<file path="src/rtl/mem_arb_pkg.sv">
// rtl/mem_arb_pkg.sv - shared types and constants for mem_arbiter
// Contents: arbiter state encoding, transaction owner encoding, full-word byte enable.
package mem_arb_pkg;

   typedef enum logic [1:0] {
      IDLE    = 2'd0,
      SERVE_I = 2'd1,
      SERVE_D = 2'd2
   } state_t;

   typedef enum logic {
      OWN_I = 1'b0,
      OWN_D = 1'b1
   } owner_t;

   localparam logic [1:0] BE_WORD = 2'b11;

endpackage

</file>
<file path="src/rtl/mem_arbiter_sat_counter.sv">
// rtl/mem_arbiter_sat_counter.sv - saturating up-counter with synchronous clear
// Ports:
//   i_clk   clock
//   i_rst   asynchronous active-high reset, clears count
//   i_clr   synchronous clear, has priority over i_inc
//   i_inc   increment enable; count holds once it reaches MAX
//   o_count current count
module sat_counter #(
   parameter int               WIDTH = 16,
   parameter logic [WIDTH-1:0] MAX   = '1
) (
   input  logic             i_clk,
   input  logic             i_rst,
   input  logic             i_clr,
   input  logic             i_inc,
   output logic [WIDTH-1:0] o_count
);

   logic [WIDTH-1:0] r_count;

   always_ff @(posedge i_clk or posedge i_rst) begin
      if (i_rst) begin
         r_count <= '0;
      end else if (i_clr) begin
         r_count <= '0;
      end else if (i_inc && (r_count != MAX)) begin
         r_count <= r_count + 1'b1;
      end
   end

   assign o_count = r_count;

endmodule

</file>
<file path="src/rtl/mem_arbiter.sv">
// rtl/mem_arbiter.sv - two-master (ifetch, data) to one-slave memory arbiter
// Ports:
//   clk, reset                     clock, asynchronous active-high reset
//   if_read/if_address             ifetch read request (held until if_resp)
//   if_resp/if_rdata               ifetch completion pulse and read data
//   d_read/d_write/d_byte_enable   data request (held until d_resp)
//   d_address/d_wdata              data address and write data
//   d_resp/d_rdata                 data completion pulse and read data
//   mem_*                          registered memory request, mem_resp/mem_rdata from memory
//   if_grant_cnt/d_grant_cnt       saturating completed-transaction counters
module mem_arbiter
   import mem_arb_pkg::*;
#(
   parameter int STARVE_LIMIT = 4,
   parameter int CNT_WIDTH    = 16
) (
   input  logic                 clk,
   input  logic                 reset,
   input  logic                 if_read,
   input  logic [15:0]          if_address,
   output logic                 if_resp,
   output logic [15:0]          if_rdata,
   input  logic                 d_read,
   input  logic                 d_write,
   input  logic [1:0]           d_byte_enable,
   input  logic [15:0]          d_address,
   input  logic [15:0]          d_wdata,
   output logic                 d_resp,
   output logic [15:0]          d_rdata,
   output logic                 mem_read,
   output logic                 mem_write,
   output logic [1:0]           mem_byte_enable,
   output logic [15:0]          mem_address,
   output logic [15:0]          mem_wdata,
   input  logic                 mem_resp,
   input  logic [15:0]          mem_rdata,
   output logic [CNT_WIDTH-1:0] if_grant_cnt,
   output logic [CNT_WIDTH-1:0] d_grant_cnt
);

   localparam int              SW         = $clog2(STARVE_LIMIT + 1);
   localparam logic [SW-1:0]   STARVE_MAX = SW'(STARVE_LIMIT);

   state_t      r_state;
   logic        r_mem_read;
   logic        r_mem_write;
   logic [1:0]  r_mem_be;
   logic [15:0] r_mem_addr;
   logic [15:0] r_mem_wdata;

   logic          w_d_req;
   logic          w_i_done;
   logic          w_d_done;
   logic          w_force_i;
   logic          w_grant;
   owner_t        w_winner;
   logic [SW-1:0] w_starve;

   assign w_d_req  = d_read | d_write;
   // A resp only completes a transaction when one is outstanding; a stray
   // resp seen in IDLE (e.g. after reset mid-transaction) is dropped here.
   assign w_i_done = (r_state == SERVE_I) & mem_resp;
   assign w_d_done = (r_state == SERVE_D) & mem_resp;
   assign w_force_i = if_read & (w_starve == STARVE_MAX);

   always_comb begin
      w_grant  = if_read | w_d_req;
      w_winner = OWN_D;
      if (if_read && (w_force_i || !w_d_req)) begin
         w_winner = OWN_I;
      end
   end

   always_ff @(posedge clk or posedge reset) begin
      if (reset) begin
         r_state     <= IDLE;
         r_mem_read  <= 1'b0;
         r_mem_write <= 1'b0;
         r_mem_be    <= 2'b00;
         r_mem_addr  <= 16'h0000;
         r_mem_wdata <= 16'h0000;
      end else begin
         case (r_state)
            IDLE: begin
               if (w_grant) begin
                  if (w_winner == OWN_I) begin
                     r_state     <= SERVE_I;
                     r_mem_read  <= 1'b1;
                     r_mem_write <= 1'b0;
                     r_mem_be    <= BE_WORD;
                     r_mem_addr  <= if_address;
                     r_mem_wdata <= 16'h0000;
                  end else begin
                     r_state     <= SERVE_D;
                     r_mem_read  <= d_read;
                     r_mem_write <= d_write;
                     r_mem_be    <= d_byte_enable;
                     r_mem_addr  <= d_address;
                     r_mem_wdata <= d_wdata;
                  end
               end
            end
            SERVE_I, SERVE_D: begin
               if (mem_resp) begin
                  r_state     <= IDLE;
                  r_mem_read  <= 1'b0;
                  r_mem_write <= 1'b0;
               end
            end
            default: begin
               r_state     <= IDLE;
               r_mem_read  <= 1'b0;
               r_mem_write <= 1'b0;
            end
         endcase
      end
   end

   sat_counter #(.WIDTH(CNT_WIDTH)) u_if_cnt (
      .i_clk   (clk),
      .i_rst   (reset),
      .i_clr   (1'b0),
      .i_inc   (w_i_done),
      .o_count (if_grant_cnt)
   );

   sat_counter #(.WIDTH(CNT_WIDTH)) u_d_cnt (
      .i_clk   (clk),
      .i_rst   (reset),
      .i_clr   (1'b0),
      .i_inc   (w_d_done),
      .o_count (d_grant_cnt)
   );

   // Counts data completions that overtook a waiting ifetch; any ifetch
   // completion or an idle ifetch port resets the tally.
   sat_counter #(.WIDTH(SW), .MAX(STARVE_MAX)) u_starve_cnt (
      .i_clk   (clk),
      .i_rst   (reset),
      .i_clr   (~if_read | w_i_done),
      .i_inc   (w_d_done & if_read),
      .o_count (w_starve)
   );

   assign mem_read        = r_mem_read;
   assign mem_write       = r_mem_write;
   assign mem_byte_enable = r_mem_be;
   assign mem_address     = r_mem_addr;
   assign mem_wdata       = r_mem_wdata;

   assign if_resp  = w_i_done;
   assign d_resp   = w_d_done;
   assign if_rdata = mem_rdata;
   assign d_rdata  = mem_rdata;

endmodule

</file>
<file path="config.mk">
export PLATFORM = sky130hd
export DESIGN_NAME = mem_arbiter
export DESIGN_NICKNAME = d
export VERILOG_FILES = /design/src/rtl/mem_arb_pkg.sv /design/src/rtl/mem_arbiter_sat_counter.sv /design/src/rtl/mem_arbiter.sv
export SDC_FILE = /design/constraint.sdc
export NUM_CORES = 1
export LEC_CHECK = 0
export ABC_CLOCK_PERIOD_IN_PS = 2750
export CELL_PAD_IN_SITES_DETAIL_PLACEMENT = 0
export CELL_PAD_IN_SITES_GLOBAL_PLACEMENT = 1
export CORE_MARGIN = 8
export CORE_UTILIZATION = 31
export DETAILED_ROUTE_END_ITERATION = 10
export PLACE_DENSITY = 0.81
export SLEW_MARGIN = 20
export SYNTH_ARGS = -nofsm -noshare
export SYNTH_HDL_FRONTEND = slang
export SYNTH_HIERARCHICAL = 1
export SYNTH_SLANG_ARGS = --single-unit
</file>
<file path="constraint.sdc">
create_clock -name clk -period 2.75 [get_ports clk]
set_input_delay 0.4125 -clock clk [delete_from_list [all_inputs] [get_ports clk]]
set_output_delay 0.4125 -clock clk [all_outputs]
set_load 0.1 [all_outputs]
</file>
==> results_dict.tcl <==
set metrics [dict create \
    worstSetupPathType "in -> reg" \
    drt-initial-drc-count 213 \
    post_cts_resized 0 \
    grt_use_met1_pct 15.7 \
    busiest_layer "met2" \
    worst_slack_ps 563 \
    cts_buffers 9 \
    critPathCaptureType "register" \
    netlist_top_cells_area "dfrtp_1 (45%), buf_4 (6.3%), nand3_1 (3.8%)" \
    cp.required_ps 2970 \
    hold_violations 0 \
    core-area_um2 13000 \
    holdBufCountCts 0 \
    slew-limit-headroom_pct 33.7 \
    die_h_um 131 \
    grtUsageTotal_pct 13.1 \
    fp.dieW_um 131 \
    grt_first_pass_wirelength_um 17800 \
    cts_tree "built" \
    ys_warn_count 6 \
    cts_root_buf "clkbuf_16" \
    wirelength_um 11000 \
    status "finished, final reports clean" \
    postCtsSetupBuffers 0 \
    grt_use_met3_pct 5.48 \
    cp_max_fo 17 \
    synth-seq-area-share_pct 44.8 \
    synth_edf_count 0 \
    clk_pin_slew_ps 60 \
    p_total_w 0.00583 \
    ys_ff_latch 73 \
    cp.arrival_ps 2410 \
    skew_ps 6.34 \
    rsz0062_at_grt "no" \
    tns_ps 0 \
    ys_top_cells_by_count "dfrtp_1 (73), buf_4 (34), nand3_1 (31)" \
    placementRows 42 \
    postSynthCellCount 421 \
    synth.avg_cell_area_um2 9.69 \
    dp_hpwl_um 8210 \
    synth_area_um2 4080 \
    grt_max_degree 39 \
    setup_violations 0 \
    clkSinkCount 73 \
    powerDensity_nw_per_um2 1080 \
    start_util_pct 31.3 \
    antenna_left 0 \
    vias 3568 \
    min_period_over_period_pct 79.5 \
    area_delta_synth_final_pct 32.1 \
    antenna_cells 0 \
    synth_top_area_share_pct 44.8 \
    worstHoldPathType "in -> async" \
    max_freq_ghz 0.457 \
    nFillCells 1296 \
    p_leak_nw 2.26 \
    remaining_drc_errors 0 \
    drt-vias-per-instance 5.15 \
    min_period_ps 2190 \
    first_pass_iters 6 \
    tightest_slew_ps 991 \
    place_ws_ps 250 \
    synth_area_leader_cell "dfrtp_1" \
    drv_slew 0 \
    gp_congestion 0.768 \
    clk_latency_ps 330 \
    port_buffers 125 \
    grt_overflow 0 \
    crit_path_start_kind "primary input" \
    layout-drive-gt1-share_pct 22.1 \
    ios 174 \
    synth_most_common_cell "dfrtp_1" \
    async_reset_ff_share_pct 100 \
    ys.flop_type "dfrtp_1" \
    grt_pass1_vias 3604 \
    cts.htree.levels 3 \
    antenna_found_initial 0 \
    clock_path_buffers 2 \
    drv_cap 0 \
    grt_util_met2_pct 20.0 \
    ys_types 49 \
    final_nets 592 \
    ir_drop_v 0.000918 \
    dieArea_um2 17100 \
    post_drt_wl_per_cell_um 15.9 \
]
path summary, 6_finish.rpt:
path | to | cells past startpoint | start | slack [ps]
max | mem_write | 4 | d_write | 560
min | u_starve_cnt/o_count[0] | 2 | reset | 370
max in group asynchronous | u_if_cnt/o_count[15] | 2 | reset | 1740
min in group clk | mem_wdata[10] | 1 | mem_wdata[10] | 510
min reg2reg | mem_wdata[10] | 1 | mem_wdata[10] | 510
max reg2reg | u_d_cnt/o_count[13] | 7 | r_state[0] | 620
worst max-delay path, cell delays in order:
cell and delay (ps):
clkdlybuf4s50_1 500, nor2_1 800, o21ai_0 370, a32o_1 320
cell type report:
cell class,instances,area (um2),area share [%]
Tap cell,176,220,4.09
Clock buffer,10,239,4.44
Timing Repair Buffer,135,1180,21.8
Multi-Input combinational cell,279,1840,34.1
Clock inverter,5,31.3,0.581
Sequential cell,73,1830,33.9
Inverter,15,56.3,1.05
per-layer routing:
| metal | vias to the layer above | share of wire, % |
|---|---|---|
| met5 | - | 0 |
| met4 | 0 | 1.8 |
| met3 | 17 | 9.5 |
| met2 | 133 | 46 |
| met1 | 1684 | 43 |
| li1 | 1734 | - |
power breakdown:
group / switching [W] / total (W) / internal (W) / leakage [nW]
Combinational: 0.00252 / 0.00322 / 0.000700 / 1.19
Sequential: 0.000181 / 0.00153 / 0.00135 / 0.939
Clock: 0.000453 / 0.00108 / 0.000628 / 0.135
cells by family (layout without fill, tap and decap cells):
kind of cell | Yosys count | after routing | share of synthesized area, %
simple gates | 153 | 153 | 22.2
compound gates | 109 | 109 | 18.2
flops | 73 | 73 | 44.8
buf+inv | 70 | 165 | 10.3
mux | 8 | 8 | 2.21
fa+ha+maj | 7 | 7 | 2.15
other cells | 1 | 2 | 0.0919
placed cells by master (no fill, tap or decap), types with 12 or more instances in the layout:
cell type        count
buf_4               78
dfrtp_1             73
clkdlybuf4s50_1     55
nand3_1             31
a21oi_1             27
nor2_1              26
a31oi_1             18
o211ai_1            16
a22o_1              16
inv_1               15
or3_1               13
nand2_1             13
o21ai_0             12
or4_1               12
sequential cells by signal, summed over array words and instances (netlist names):
register and flops:
mem_byte_enable 2, u_starve_cnt/o_count 3, u_if_cnt/o_count 16, u_d_cnt/o_count 16
r_state 2, mem_address 16, mem_wdata 16, mem_read 1
mem_write 1
per-stage QoR:
stage	instance area (um2)	hold WS, ps	utilization, %	instances
after floorplan	4090	166	-	422
after global placement	5120	484	39.3	678
after detailed placement	5120	491	39.3	678
after CTS	5390	382	41.3	693
after global routing	5390	385	41.3	693
final	5390	367	41.3	693
(Power assumes the default switching activity.)
